[config.mk]
export PLATFORM = sky130hd
export DESIGN_NAME = hazard_ctrl_flat
export DESIGN_NICKNAME = d
export VERILOG_FILES = /design/src/rtl/hazard_ctrl_if.sv /design/src/rtl/hazard_ctrl.sv /design/src/flat_wrapper.sv
export SDC_FILE = /design/constraint.sdc
export NUM_CORES = 1
export LEC_CHECK = 0
export ABC_AREA = 0
export CAP_MARGIN = 20
export CORE_MARGIN = 5
export CORE_UTILIZATION = 25
export CTS_CLUSTER_DIAMETER = 100
export DETAILED_ROUTE_END_ITERATION = 12
export GPL_TIMING_DRIVEN = 0
export MAX_ROUTING_LAYER = met4
export PLACE_DENSITY = 0.53
export SLEW_MARGIN = 10
export SYNTH_ARGS = -nofsm -noshare
export SYNTH_HDL_FRONTEND = slang
export SYNTH_SLANG_ARGS = --single-unit
[constraint.sdc]
create_clock -name clk -period 3.4 [get_ports clk]
set_input_delay 0.51 -clock clk [delete_from_list [all_inputs] [get_ports clk]]
set_output_delay 0.51 -clock clk [all_outputs]
set_load 0.02 [all_outputs]
[src/rtl/hazard_ctrl_if.sv]
// Pipeline-control bundle between the ID/EX/ME/WB datapath and hazard_ctrl.
// slave = the hazard controller, master = the pipeline driving ID metadata.
interface hazard_ctrl_if #(
   parameter int CNT_W = 32
) ();
   logic             valid_id;
   logic [4:0]       rs1_id;
   logic [4:0]       rs2_id;
   logic             rs1_used_id;
   logic             rs2_used_id;
   logic [4:0]       rd_id;
   logic             ru_write_id;
   logic             mem_read_id;
   logic             mem_write_id;
   logic             branch_taken_ex;
   logic             dmem_ready;

   logic [4:0]       rs1_ex;
   logic [4:0]       rs2_ex;
   logic [4:0]       rd_me;
   logic             ru_write_me;
   logic [4:0]       rd_wb;
   logic             ru_write_wb;
   logic             stall_if;
   logic             stall_id;
   logic             flush_if_id;
   logic             bubble_ex;
   logic             freeze;
   logic             mem_timeout;
   logic [CNT_W-1:0] stall_count;

   modport slave (
      input  valid_id, rs1_id, rs2_id, rs1_used_id, rs2_used_id, rd_id,
             ru_write_id, mem_read_id, mem_write_id, branch_taken_ex, dmem_ready,
      output rs1_ex, rs2_ex, rd_me, ru_write_me, rd_wb, ru_write_wb,
             stall_if, stall_id, flush_if_id, bubble_ex, freeze,
             mem_timeout, stall_count
   );

   modport master (
      output valid_id, rs1_id, rs2_id, rs1_used_id, rs2_used_id, rd_id,
             ru_write_id, mem_read_id, mem_write_id, branch_taken_ex, dmem_ready,
      input  rs1_ex, rs2_ex, rd_me, ru_write_me, rd_wb, ru_write_wb,
             stall_if, stall_id, flush_if_id, bubble_ex, freeze,
             mem_timeout, stall_count
   );
endinterface

[src/rtl/hazard_ctrl.sv]
// Hazard controller for the 5-stage pipeline: tracks write metadata through EX/ME/WB
// and produces stall, flush, bubble and freeze controls.
//
// state   | meaning
// ST_RUN  | pipeline advancing; flush / load-use resolved each cycle
// ST_WAIT | data memory busy; all stage registers frozen, wait counter running
module hazard_ctrl #(
   parameter int MAX_WAIT = 16,
   parameter int CNT_W    = 32
) (
   input logic         clk,
   input logic         rst,
   hazard_ctrl_if.slave bus
);

   localparam int WAIT_W = $clog2(MAX_WAIT + 1);

   typedef enum logic {
      ST_RUN  = 1'b0,
      ST_WAIT = 1'b1
   } state_t;

   state_t state_q, state_d;
   logic [WAIT_W-1:0] wait_cnt_q, wait_cnt_d;
   logic              timeout_q;
   logic [CNT_W-1:0]  stall_cnt_q;

   logic       ex_valid, ex_ru_write, ex_mem_read, ex_mem_write;
   logic [4:0] ex_rs1, ex_rs2, ex_rd;
   logic       me_valid, me_ru_write, me_mem_read, me_mem_write;
   logic [4:0] me_rd;
   logic       wb_valid, wb_ru_write;
   logic [4:0] wb_rd;

   logic load_use, mem_busy;
   logic freeze_c, stall_c, flush_c, bubble_c;
   logic run_flush, run_stall, run_bubble;

   assign load_use = ex_valid & ex_mem_read & ex_ru_write & (ex_rd != 5'd0) & bus.valid_id &
                     ((bus.rs1_used_id & (bus.rs1_id == ex_rd)) |
                      (bus.rs2_used_id & (bus.rs2_id == ex_rd)));

   assign mem_busy = me_valid & (me_mem_read | me_mem_write) & ~bus.dmem_ready;

   // A taken branch already squashes the dependent instruction, so it wins over load-use.
   assign run_flush  = bus.branch_taken_ex;
   assign run_stall  = ~bus.branch_taken_ex & load_use;
   assign run_bubble = bus.branch_taken_ex | load_use;

   always_comb begin
      state_d    = state_q;
      wait_cnt_d = wait_cnt_q;
      freeze_c   = 1'b0;
      stall_c    = 1'b0;
      flush_c    = 1'b0;
      bubble_c   = 1'b0;
      case (state_q)
         ST_RUN: begin
            if (mem_busy) begin
               freeze_c   = 1'b1;
               stall_c    = 1'b1;
               state_d    = ST_WAIT;
               wait_cnt_d = WAIT_W'(1);
            end else begin
               flush_c  = run_flush;
               stall_c  = run_stall;
               bubble_c = run_bubble;
            end
         end
         ST_WAIT: begin
            if (mem_busy) begin
               freeze_c = 1'b1;
               stall_c  = 1'b1;
               if (wait_cnt_q != WAIT_W'(MAX_WAIT))
                  wait_cnt_d = wait_cnt_q + WAIT_W'(1);
            end else begin
               state_d    = ST_RUN;
               wait_cnt_d = '0;
               flush_c    = run_flush;
               stall_c    = run_stall;
               bubble_c   = run_bubble;
            end
         end
         default: begin
            state_d    = ST_RUN;
            wait_cnt_d = '0;
         end
      endcase
      // Controls must read inactive while reset is held, whatever ID/EX inputs do.
      if (rst) begin
         freeze_c = 1'b0;
         stall_c  = 1'b0;
         flush_c  = 1'b0;
         bubble_c = 1'b0;
      end
   end

   always_ff @(posedge clk or posedge rst) begin
      if (rst) begin
         state_q     <= ST_RUN;
         wait_cnt_q  <= '0;
         timeout_q   <= 1'b0;
         stall_cnt_q <= '0;
      end else begin
         state_q    <= state_d;
         wait_cnt_q <= wait_cnt_d;
         if (wait_cnt_d >= WAIT_W'(MAX_WAIT))
            timeout_q <= 1'b1;
         if (stall_c)
            stall_cnt_q <= stall_cnt_q + CNT_W'(1);
      end
   end

   // Freeze holds WB as well, so WB-forwarded data stays valid while EX is held.
   always_ff @(posedge clk or posedge rst) begin
      if (rst) begin
         ex_valid     <= 1'b0;
         ex_rs1       <= '0;
         ex_rs2       <= '0;
         ex_rd        <= '0;
         ex_ru_write  <= 1'b0;
         ex_mem_read  <= 1'b0;
         ex_mem_write <= 1'b0;
         me_valid     <= 1'b0;
         me_rd        <= '0;
         me_ru_write  <= 1'b0;
         me_mem_read  <= 1'b0;
         me_mem_write <= 1'b0;
         wb_valid     <= 1'b0;
         wb_rd        <= '0;
         wb_ru_write  <= 1'b0;
      end else if (!freeze_c) begin
         wb_valid     <= me_valid;
         wb_rd        <= me_rd;
         wb_ru_write  <= me_ru_write;
         me_valid     <= ex_valid;
         me_rd        <= ex_rd;
         me_ru_write  <= ex_ru_write;
         me_mem_read  <= ex_mem_read;
         me_mem_write <= ex_mem_write;
         if (bubble_c) begin
            ex_valid     <= 1'b0;
            ex_rs1       <= '0;
            ex_rs2       <= '0;
            ex_rd        <= '0;
            ex_ru_write  <= 1'b0;
            ex_mem_read  <= 1'b0;
            ex_mem_write <= 1'b0;
         end else begin
            ex_valid     <= bus.valid_id;
            ex_rs1       <= bus.rs1_id;
            ex_rs2       <= bus.rs2_id;
            ex_rd        <= bus.rd_id;
            ex_ru_write  <= bus.ru_write_id;
            ex_mem_read  <= bus.mem_read_id;
            ex_mem_write <= bus.mem_write_id;
         end
      end
   end

   assign bus.rs1_ex      = ex_rs1;
   assign bus.rs2_ex      = ex_rs2;
   assign bus.rd_me       = me_rd;
   assign bus.ru_write_me = me_valid & me_ru_write;
   assign bus.rd_wb       = wb_rd;
   assign bus.ru_write_wb = wb_valid & wb_ru_write;
   assign bus.stall_if    = stall_c;
   assign bus.stall_id    = stall_c;
   assign bus.flush_if_id = flush_c;
   assign bus.bubble_ex   = bubble_c;
   assign bus.freeze      = freeze_c;
   assign bus.mem_timeout = timeout_q;
   assign bus.stall_count = stall_cnt_q;

endmodule
[src/flat_wrapper.sv]
// flat-port wrapper written by rule: the top's interface ports become plain ports
module hazard_ctrl_flat 
#(
   parameter int MAX_WAIT = 16,
   parameter int CNT_W    = 32
)
  (clk, rst, bus_valid_id, bus_rs1_id, bus_rs2_id, bus_rs1_used_id, bus_rs2_used_id, bus_rd_id, bus_ru_write_id, bus_mem_read_id, bus_mem_write_id, bus_branch_taken_ex, bus_dmem_ready, bus_rs1_ex, bus_rs2_ex, bus_rd_me, bus_ru_write_me, bus_rd_wb, bus_ru_write_wb, bus_stall_if, bus_stall_id, bus_flush_if_id, bus_bubble_ex, bus_freeze, bus_mem_timeout, bus_stall_count);
  hazard_ctrl_if #(.CNT_W(CNT_W)) bus_i ();
  input logic clk;
  input logic rst;
  input wire logic [$bits(bus_i.valid_id)-1:0] bus_valid_id;
  input wire logic [$bits(bus_i.rs1_id)-1:0] bus_rs1_id;
  input wire logic [$bits(bus_i.rs2_id)-1:0] bus_rs2_id;
  input wire logic [$bits(bus_i.rs1_used_id)-1:0] bus_rs1_used_id;
  input wire logic [$bits(bus_i.rs2_used_id)-1:0] bus_rs2_used_id;
  input wire logic [$bits(bus_i.rd_id)-1:0] bus_rd_id;
  input wire logic [$bits(bus_i.ru_write_id)-1:0] bus_ru_write_id;
  input wire logic [$bits(bus_i.mem_read_id)-1:0] bus_mem_read_id;
  input wire logic [$bits(bus_i.mem_write_id)-1:0] bus_mem_write_id;
  input wire logic [$bits(bus_i.branch_taken_ex)-1:0] bus_branch_taken_ex;
  input wire logic [$bits(bus_i.dmem_ready)-1:0] bus_dmem_ready;
  output wire logic [$bits(bus_i.rs1_ex)-1:0] bus_rs1_ex;
  output wire logic [$bits(bus_i.rs2_ex)-1:0] bus_rs2_ex;
  output wire logic [$bits(bus_i.rd_me)-1:0] bus_rd_me;
  output wire logic [$bits(bus_i.ru_write_me)-1:0] bus_ru_write_me;
  output wire logic [$bits(bus_i.rd_wb)-1:0] bus_rd_wb;
  output wire logic [$bits(bus_i.ru_write_wb)-1:0] bus_ru_write_wb;
  output wire logic [$bits(bus_i.stall_if)-1:0] bus_stall_if;
  output wire logic [$bits(bus_i.stall_id)-1:0] bus_stall_id;
  output wire logic [$bits(bus_i.flush_if_id)-1:0] bus_flush_if_id;
  output wire logic [$bits(bus_i.bubble_ex)-1:0] bus_bubble_ex;
  output wire logic [$bits(bus_i.freeze)-1:0] bus_freeze;
  output wire logic [$bits(bus_i.mem_timeout)-1:0] bus_mem_timeout;
  output wire logic [$bits(bus_i.stall_count)-1:0] bus_stall_count;
  assign bus_i.valid_id = bus_valid_id;
  assign bus_i.rs1_id = bus_rs1_id;
  assign bus_i.rs2_id = bus_rs2_id;
  assign bus_i.rs1_used_id = bus_rs1_used_id;
  assign bus_i.rs2_used_id = bus_rs2_used_id;
  assign bus_i.rd_id = bus_rd_id;
  assign bus_i.ru_write_id = bus_ru_write_id;
  assign bus_i.mem_read_id = bus_mem_read_id;
  assign bus_i.mem_write_id = bus_mem_write_id;
  assign bus_i.branch_taken_ex = bus_branch_taken_ex;
  assign bus_i.dmem_ready = bus_dmem_ready;
  assign bus_rs1_ex = bus_i.rs1_ex;
  assign bus_rs2_ex = bus_i.rs2_ex;
  assign bus_rd_me = bus_i.rd_me;
  assign bus_ru_write_me = bus_i.ru_write_me;
  assign bus_rd_wb = bus_i.rd_wb;
  assign bus_ru_write_wb = bus_i.ru_write_wb;
  assign bus_stall_if = bus_i.stall_if;
  assign bus_stall_id = bus_i.stall_id;
  assign bus_flush_if_id = bus_i.flush_if_id;
  assign bus_bubble_ex = bus_i.bubble_ex;
  assign bus_freeze = bus_i.freeze;
  assign bus_mem_timeout = bus_i.mem_timeout;
  assign bus_stall_count = bus_i.stall_count;
  hazard_ctrl #(.MAX_WAIT(MAX_WAIT), .CNT_W(CNT_W)) u_core (.clk(clk), .rst(rst), .bus(bus_i));
endmodule
==> metrics.yaml, run 1 <==
setup_viol: 0
syn_inst: 330
synth_edf_count: 0
ys_seq_elements: 74
leakage_nw: 2.21
tns_ns: 0
peakVddDrop_mv: 0.193
dieArea_um2: 15800
async_flop_share_pct: 100
drive_gt1_share_pct: 8.29
fin_crit_sh_pct: 94.8
r2r_setup_slack_ns: 1.22
numCtsBuffers: 9
fp.dieH_um: 126
drv_slew: 0
synth_area_per_cell_um2: 10.1
diodes: 0
drt_first_pass_iters: 4
drc_errors: 0
final_common_cell: "clkdlybuf4s50_1"
rsz0062_at_grt: "false"
path_class: "in -> out"
skew_ns: 0.00524
fin_cells: 610
drt_iter0_markers: 207
post-place-ws_ns: -0.501
setup_slack_ns: 0.175
grt_start_max_net_pins: 38
nets: 457
path_clk_slew_ns: 0.06
start_util_pct: 25.3
cp_max_fo: 10
core-area_um2: 13200
dp_cells: 592
grt-ovfl-total: 0
power_density_nw_per_um2: 501
end_kind: "output pin"
wl_per_cell_um: 14.5
io_pins: 85
synth_top_flop_cell: "dfrtp_1"
synthesis.area_um2: 3340
ys_seq_area_share_pct: 55.4
status: "finished, final reports clean"
finalWeightedCongestion: 0.802
synth_warnings: 0
cts_max_level: 3
cts_tree: "built"
fillers: 1334
holdWs_ns: 0.463
tightest_slew_ns: 0.508
syn_nets: 358
dp_hpwl_um: 6430
root_buffer: "clkbuf_16"
antenna_found_initial: 0
cp.required_ns: 2.89
ys_types: 39
syn_to_final_growth_pct: 43.3
start_kind: "primary input"
hold_class: "reg -> reg"
num_vias: 2720
clk_latency_ns: 0.33
port_buffers: 84
num_rows: 42
postLayoutCoreUtil_pct: 36.3
grt_pass1_vias: 2959
final_cell_mix: "83 x clkdlybuf4s50_1, 78 x nand2_1, 74 x dfrtp_1"
final_hold_viol_count: 0
cts_sinks: 74
antenna_left: 0
grt_pass1_wl_um: 15000
via_per_inst: 4.46
arrival_ns: 2.71
relSlewSlack_pct: 66.1
fmax_mhz: 310
maxCapViolCount: 0
grt_use_total_pct: 12.2
clk_path_buf_depth: 2
period_minus_slack_ns: 3.22
wirelength_um: 8870
die_w_um: 126
## cell families (layout without fill, tap and decap cells)
family / Yosys count / in the layout / share of synthesized area, %
and+or+nand+nor: 156 / 156 / 22.0
DFF: 74 / 74 / 55.4
xor gates and xnor gates: 42 / 42 / 11.0
AOI/OAI and AO/OA: 36 / 36 / 7.71
buffers and inverters: 18 / 122 / 2.40
adders and majority gates: 3 / 3 / 1.12
muxes: 1 / 1 / 0.337
## final timing paths
| check | start | to | depth (start not counted) |
|---|---|---|---|
| max | bus_dmem_ready | bus_freeze | 8 |
| min | u_core.wb_ru_write | u_core.wb_ru_write | 2 |
| max reg2reg | u_core.ex_rd[4] | u_core.bus.stall_count[31] | 8 |
| min reg2reg | u_core.wb_ru_write | u_core.wb_ru_write | 2 |
| max in group asynchronous | rst | u_core.bus.stall_count[5] | 5 |
| min in group asynchronous | rst | u_core.bus.rd_me[1] | 3 |
## flip-flops by register name (all words and copies together) (netlist names), 5 cells and up
| register | cells |
|---|---|
| u_core.bus.rd_me | 5 |
| u_core.bus.rd_wb | 5 |
| u_core.bus.rs1_ex | 5 |
| u_core.bus.rs2_ex | 5 |
| u_core.bus.stall_count | 32 |
| u_core.ex_rd | 5 |
| u_core.wait_cnt_q | 5 |
## critical path, stage by stage
cell	delay [ns]
clkdlybuf4s50_1	0.41
inv_1	0.08
o211ai_2	0.15
inv_2	0.16
nand2_4	0.11
inv_2	0.18
buf_1	0.40
clkdlybuf4s50_1	0.70
## power breakdown
part           internal (W)  total (W)  switching (W)
logic              0.000193   0.000403       0.000210
clock network      0.000589   0.000969       0.000380
registers          0.000951    0.00103      0.0000770
total               0.00173    0.00240       0.000667
## stage by stage
step           power, W  area, µm²
5_1_grt         0.00253       4790
2_1_floorplan   0.00124       3350
3_5_place_dp    0.00145       4450
6_report        0.00240       4790
4_1_cts         0.00245       4780
3_3_place_gp    0.00143       4410
## synth_stat cells (all sizes together), types with 2 or more instances
cell type	n	area (µm²)
inv	8	30.0
nand2	79	299
nor3	11	55.1
nor4b	4	35.0
ha	3	37.5
nand3	15	80.1
and2	3	18.8
clkbuf	4	15.0
nand4	10	62.6
o21ai	6	30.0
xor2	25	219
and3	8	50.1
nor4	4	25.0
nor2	14	52.6
o22ai	2	18.8
a22o	9	78.8
a21oi	13	65.1
nor3b	4	30.0
buf	6	35.0
xnor2	17	149
dfrtp	74	1850
## final cells by class
class / instances / area [µm²] / share of cell area (%)
buffer: 10 / 53.8 / 1.12
clock buffer: 10 / 239 / 4.99
clock inverter: 6 / 65.1 / 1.36
inverter: 8 / 33.8 / 0.705
multi-input combinational: 238 / 1420 / 29.6
sequential: 74 / 1850 / 38.7
tap: 176 / 220 / 4.60
timing repair buffer: 88 / 906 / 18.9
## routing by layer
layer / share of wire, % / GRT usage, %
met2: 46 / 17.4
met4: 1.2 / 5.10
met1: 49 / 16.3
met3: 4.0 / 3.34
met5: 0 / -
## what timing repair did
| item | CTS | global route |
|---|---|---|
| pin swaps | 0 | 0 |
| resized for setup | 4 | 1 |
| setup endpoints to repair | 4 | 2 |
| hold buffers | 0 | 0 |
| setup buffers | 1 | 1 |
Power figures use the tool's default switching activity.
==> inputs of run 2 (changes only) <==
--- a/config.mk
+++ b/config.mk
@@ -7,13 +7,13 @@
 export LEC_CHECK = 0
 export ABC_AREA = 0
 export CAP_MARGIN = 20
-export CORE_MARGIN = 5
-export CORE_UTILIZATION = 25
+export CORE_MARGIN = 2
+export CORE_UTILIZATION = 49
 export CTS_CLUSTER_DIAMETER = 100
 export DETAILED_ROUTE_END_ITERATION = 12
 export GPL_TIMING_DRIVEN = 0
 export MAX_ROUTING_LAYER = met4
-export PLACE_DENSITY = 0.53
+export PLACE_DENSITY = 0.85
 export SLEW_MARGIN = 10
 export SYNTH_ARGS = -nofsm -noshare
 export SYNTH_HDL_FRONTEND = slang
==> constraint.sdc (replaced) <==
create_clock -name clk -period 3.5 [get_ports clk]
set_input_delay 0.525 -clock clk [delete_from_list [all_inputs] [get_ports clk]]
set_output_delay 0.525 -clock clk [all_outputs]
set_load 0.02 [all_outputs]
==> run 2 against run 1 <==
  * Sequential share of layout area increased by 1.6 points
  * Die area decreased by 52%
  * First-iteration DRC count decreased by 3.4%
  * Critical path type unchanged
  * Critical endpoint is now bus_bubble_ex
  * Largest cell class unchanged
==> metrics.yaml, run 2 (synthesis results as in run 1) <==
hold_class: "reg -> reg"
power_density_nw_per_um2: 471
r2r_start: "u_core.ex_rd[4]"
num_vias: 2825
final_cell_mix: "84 x clkdlybuf4s50_1, 78 x nand2_1, 74 x dfrtp_1"
final_hold_viol_count: 0
drt_iter0_markers: 200
relSlewSlack_pct: 59.7
fp.dieH_um: 86.6
num_rows: 30
status: "finished, final reports clean"
rsz0062_at_grt: "false"
port_buffers: 84
path_clk_slew_ns: 0.08
clk_latency_ns: 0.36
fin_crit_sh_pct: 95.9
postLayoutCoreUtil_pct: 68.9
slowest_delay_ns: 0.65
drc_errors: 0
cts_tree: "built"
r2r_setup_slack_ns: 1.37
peakVddDrop_mv: 0.380
grt_start_max_net_pins: 33
finalWeightedCongestion: 0.920
tightest_slew_ns: 0.601
path_class: "in -> out"
syn_to_final_growth_pct: 37.7
final_common_cell: "clkdlybuf4s50_1"
start_util_pct: 50.0
start_kind: "primary input"
crit_end: "bus_bubble_ex"
drv_slew: 0
clk_path_buf_depth: 2
grt_use_total_pct: 23.9
dieArea_um2: 7500
end_kind: "output pin"
startpoint: "bus_rs1_id[3]"
wirelength_um: 8400
dp_cells: 496
diodes: 0
die_w_um: 86.6
cts_max_level: 3
wl_per_cell_um: 16.3
cp_top_family: "buffers and inverters"
path_cells: "clkdlybuf4s50_1, xnor2_1, nand4_1, o22ai_2, a21oi_1, nor3_2, buf_2, clkdlybuf4s50_1"
numCtsBuffers: 9
cts_sinks: 74
skew_ns: 0.00794
nets: 459
leakage_nw: 2.16
cp_max_fo: 10
io_pins: 85
maxCapViolCount: 0
largest_reg_flops: 32
cpMaxStageDelayCell: "clkdlybuf4s50_1"
root_buffer: "clkbuf_8"
dp_hpwl_um: 5830
core-area_um2: 6680
via_per_inst: 5.47
grt_pass1_vias: 2836
period_minus_slack_ns: 3.36
cpMostUsedCell: "clkdlybuf4s50_1"
antenna_found_initial: 0
antenna_left: 0
cp.required_ns: 2.97
arrival_ns: 2.83
grt_pass1_wl_um: 13500
setup_viol: 0
grt-ovfl-total: 0
r2r_end: "u_core.bus.stall_count[23]"
cp.depth: 8
fmax_mhz: 298
crit_buf_inv: 3
r2r_cells: 8
drive_gt1_share_pct: 8.72
drt_first_pass_iters: 7
fin_cells: 516
run 2: power by group:
group          internal (W)  switching (W)  total [W]
Combinational      0.000188       0.000210   0.000398
Sequential         0.000922      0.0000728   0.000995
Clock              0.000430       0.000344   0.000774
run 2: worst min-delay path by stage:
| stage | start | slack, ns | cells past startpoint | to |
|---|---|---|---|---|
| after CTS | u_core.wb_ru_write | 0.47 | 2 | u_core.wb_ru_write |
| after global routing | u_core.wb_ru_write | 0.49 | 2 | u_core.wb_ru_write |
| final | u_core.wb_ru_write | 0.46 | 2 | u_core.wb_ru_write |
| after detailed placement | u_core.wb_ru_write | 0.45 | 2 | u_core.wb_ru_write |
| after global placement | u_core.wb_ru_write | 0.45 | 2 | u_core.wb_ru_write |
| after floorplan | u_core.wb_ru_write | 0.43 | 2 | u_core.wb_ru_write |
run 2: final cells by class:
type                       count  area [µm²]
tap                           80         100
clock inverter                 6        95.1
fill                         475        2080
timing repair inverter         1        5.00
sequential                    74        1850
timing repair buffer          89         911
inverter                       8        33.8
clock buffer                  10         138
buffer                        10        51.3
multi-input combinational    238        1420
run 2: worst reg2reg max path, stage by stage, from the launching register on:
cell,delay [ns]
dfrtp_1,0.47
xnor2_1,0.19
nand4_1,0.12
o22ai_2,0.25
a31oi_4,0.15
buf_4,0.19
buf_6,0.14
nor4_1,0.39
xor2_1,0.17
run 2: metal layers:
metal	vias up	track usage [%]	part of all wire, %
met5	-	-	0
met4	0	7.95	1.2
met3	14	6.86	6.5
met2	89	36.4	48
met1	1401	31.1	44
li1	1321	-	-
run 2: repair_timing:
item / 4_1_cts / 5_1_grt
gates cloned: 1 / 0
endpoints found under the setup margin: 4 / 2
setup buffers: 1 / 2
hold buffers: 0 / 0
resized for setup: 2 / 1
run 2: metrics by stage:
stage / worst slack, ns / area [µm²] / setup TNS, ns / power [W] / hold slack, ns
after floorplan: 0.251 / 3350 / 0 / 0.00121 / 0.431
after global placement: -1.62 / 4290 / -46.15 / 0.00138 / 0.447
after detailed placement: -0.459 / 4330 / -1.05 / 0.00140 / 0.449
after CTS: 0.0769 / 4590 / 0 / 0.00217 / 0.467
after global routing: 0.00620 / 4600 / 0 / 0.00225 / 0.486
final: 0.142 / 4600 / 0 / 0.00217 / 0.463
==> inputs of run 3 (changes only) <==
--- a/config.mk
+++ b/config.mk
@@ -14,6 +14,7 @@
 export GPL_TIMING_DRIVEN = 0
 export MAX_ROUTING_LAYER = met4
 export PLACE_DENSITY = 0.85
+export SKIP_LAST_GASP = 1
 export SLEW_MARGIN = 10
 export SYNTH_ARGS = -nofsm -noshare
 export SYNTH_HDL_FRONTEND = slang
==> results of run 3 <==
No change in the layout: final DEF, timing and power equal those of run 2.
==> patch (settings of run 3) <==
`MAX_WAIT` is set to 16 in 2 places; all go to 32.
--- a/src/rtl/hazard_ctrl.sv
+++ b/src/rtl/hazard_ctrl.sv
@@ -5,7 +5,7 @@
 // ST_RUN  | pipeline advancing; flush / load-use resolved each cycle
 // ST_WAIT | data memory busy; all stage registers frozen, wait counter running
 module hazard_ctrl #(
-   parameter int MAX_WAIT = 16,
+   parameter int MAX_WAIT = 32,
    parameter int CNT_W    = 32
 ) (
    input logic         clk,
--- a/src/flat_wrapper.sv
+++ b/src/flat_wrapper.sv
@@ -1,7 +1,7 @@
 // flat-port wrapper written by rule: the top's interface ports become plain ports
 module hazard_ctrl_flat 
 #(
-   parameter int MAX_WAIT = 16,
+   parameter int MAX_WAIT = 32,
    parameter int CNT_W    = 32
 )
   (clk, rst, bus_valid_id, bus_rs1_id, bus_rs2_id, bus_rs1_used_id, bus_rs2_used_id, bus_rd_id, bus_ru_write_id, bus_mem_read_id, bus_mem_write_id, bus_branch_taken_ex, bus_dmem_ready, bus_rs1_ex, bus_rs2_ex, bus_rd_me, bus_ru_write_me, bus_rd_wb, bus_ru_write_wb, bus_stall_if, bus_stall_id, bus_flush_if_id, bus_bubble_ex, bus_freeze, bus_mem_timeout, bus_stall_count);
Check against the original RTL: same outputs for any inputs over 10 cycles, from zero or initial values and one cycle with rst high; that may be too few to reach the edited logic, so the function may still have changed.
==> patch against run 3 <==
Sequential cell count up 1; synthesized area up 2.3%; setup slack about the same; critical path type unchanged; design area down 0.68%; core utilization down 1.2 points; via count up 1.3%; total power down 8.6%; wire length down 0.37%; count of clock-buffer cells in the layout unchanged.
==> patch: results (changes against run 3) <==
* Postcts setup bufs at 0 (was 1)
* Die width at 87.5 um (was 86.6 um)
* Total Wirelength at 8370 um (was 8400 um)
* Final clock skew at 0.0137 ns (was 0.00794 ns)
* First-pass GRT wire length at 13600 um (was 13500 um)
* GR Util met2 at 37.7% (was 36.4%)
* FF-to-FF Start: u_core.ex_rd[0] (was u_core.ex_rd[4])
* Largest net degree at the start of global routing at 42 (was 33)
* Vias/cell at 5.46 (was 5.47)
* Met3 Use GR at 4.55% (was 6.86%)
* DP Wirelength at 5730 um (was 5830 um)
* Met2 Wirelength at 4110 um (was 4020 um)
* HP Class: primary input to async pin (was register to register)
* Top cells by count, synth: nand2_1, dfrtp_1, xor2_1 (unchanged)
* Clk_lat worst skew at 0.36 ns (about the same)
* Synth area leaders: dfrtp_1, nand2_1, xor2_1, xnor2_1, a22o_1 (unchanged)
* Port Buffers at 84 (unchanged)
* Placed Area at 4360 um2 (was 4330 um2)
* Max incr delay on CP at 0.59 ns (was 0.65 ns)
* GP Congestion at 0.864 (was 0.920)
* Post-synth net total at 371 (was 358)
* Worst Setup SP: bus_rs2_id[2] (was bus_rs1_id[3])
* # diodes at 0 (unchanged)
* Synth warn at 0 (unchanged)
* Vias in the first global route at 2876 (was 2836)
* 1st-iter DRT viols at 165 (was 200)
* Distinct cell type count after synthesis at 41 (was 39)
* Met3 routed WL at 419 um (was 546 um)
* GRT met1 Usage at 29.9% (was 31.1%)
* Total GRT Usage at 24.0% (was 23.9%)
* FFs w/ async S/R, synth at 100% (unchanged)
* DRT Pass-1 Iters at 4 (was 7)
* Top sig layer: met4 (unchanged)
* Post-synth top flop: dfrtp_1 (unchanged)
* Tcrit/Tclk final at 95.9% (about the same)
* Maximum vdd drop at 311 uV (was 380 uV)
* Nets at 467 (was 459)
* Critical Path Fanout Max at 4 (was 10)
* Post-synthesis sequential area ratio at 54.9% (was 55.4%)
* M1 WL at 3580 um (was 3730 um)
* Largest register FFs at 32 (unchanged)
* Outcome: completed (unchanged)
* Leakage at 0.00216 uW (about the same)
* Layout cells sized above 1 at 7.43% (was 8.72%)
* Slew @ Worst Pin at 0.467 ns (was 0.601 ns)
* Root buffer cell: clkbuf_8 (unchanged)
* Delay-heaviest family, CP: buffers and inverters (unchanged)
==> patch: where the power goes <==
group | leakage, uW | internal [uW] | switching, uW
registers | 0.000945 | 934 | 68.7
logic | 0.00113 | 177 | 191
clock network | 0.0000843 | 275 | 336
total | 0.00216 | 1390 | 595
==> patch: cell type report <==
cell class / instances / area [um2]
Tap cell: 80 / 100
Clock buffer: 10 / 138
Inverter: 17 / 80.1
Timing Repair inverter: 1 / 8.76
Timing Repair Buffer: 84 / 842
Buffer: 11 / 55.1
Clock inverter: 6 / 41.3
Sequential cell: 75 / 1880
Multi-Input combinational cell: 240 / 1430
Fill cell: 508 / 2190
==> patch: cell families after synthesis <==
group                    share of synthesized area [%]
adder cells (fa/ha/maj)                           1.10
flip-flops                                        54.9
XOR/XNOR                                          10.8
AND/OR/NAND/NOR                                   20.6
AO/OA/AOI/OAI                                     8.78
buffers and inverters                             3.48
multiplexers                                     0.329
==> patch: repair_timing <==
| item | CTS | global route |
|---|---|---|
| endpoints found under the setup margin | 4 | 2 |
| pin swaps | 0 | 0 |
| resized for setup | 4 | 2 |
| cloned | 1 | 0 |
==> patch: path summary, 6_finish.rpt <==
path                                               to  slack (ns)  depth (start not counted)
max                                      bus_stall_if        0.14                          8
min                              u_core.wait_cnt_q[0]        0.40                          2
max reg2reg                u_core.bus.stall_count[21]        1.13                          7
min reg2reg                       u_core.bus.rd_wb[4]        0.47                          2
max in group asynchronous      u_core.bus.mem_timeout        2.75                          2
min in group clk                  u_core.bus.rd_wb[4]        0.47                          2
==> patch: metrics by stage <==
stage / instances / setup slack, ns
4_1_cts: 524 / 0.0163
5_1_grt: 524 / 0.00661
2_1_floorplan: 343 / 0.295
6_report: 524 / 0.143
3_3_place_gp: 507 / -1.29
3_5_place_dp: 507 / -0.559
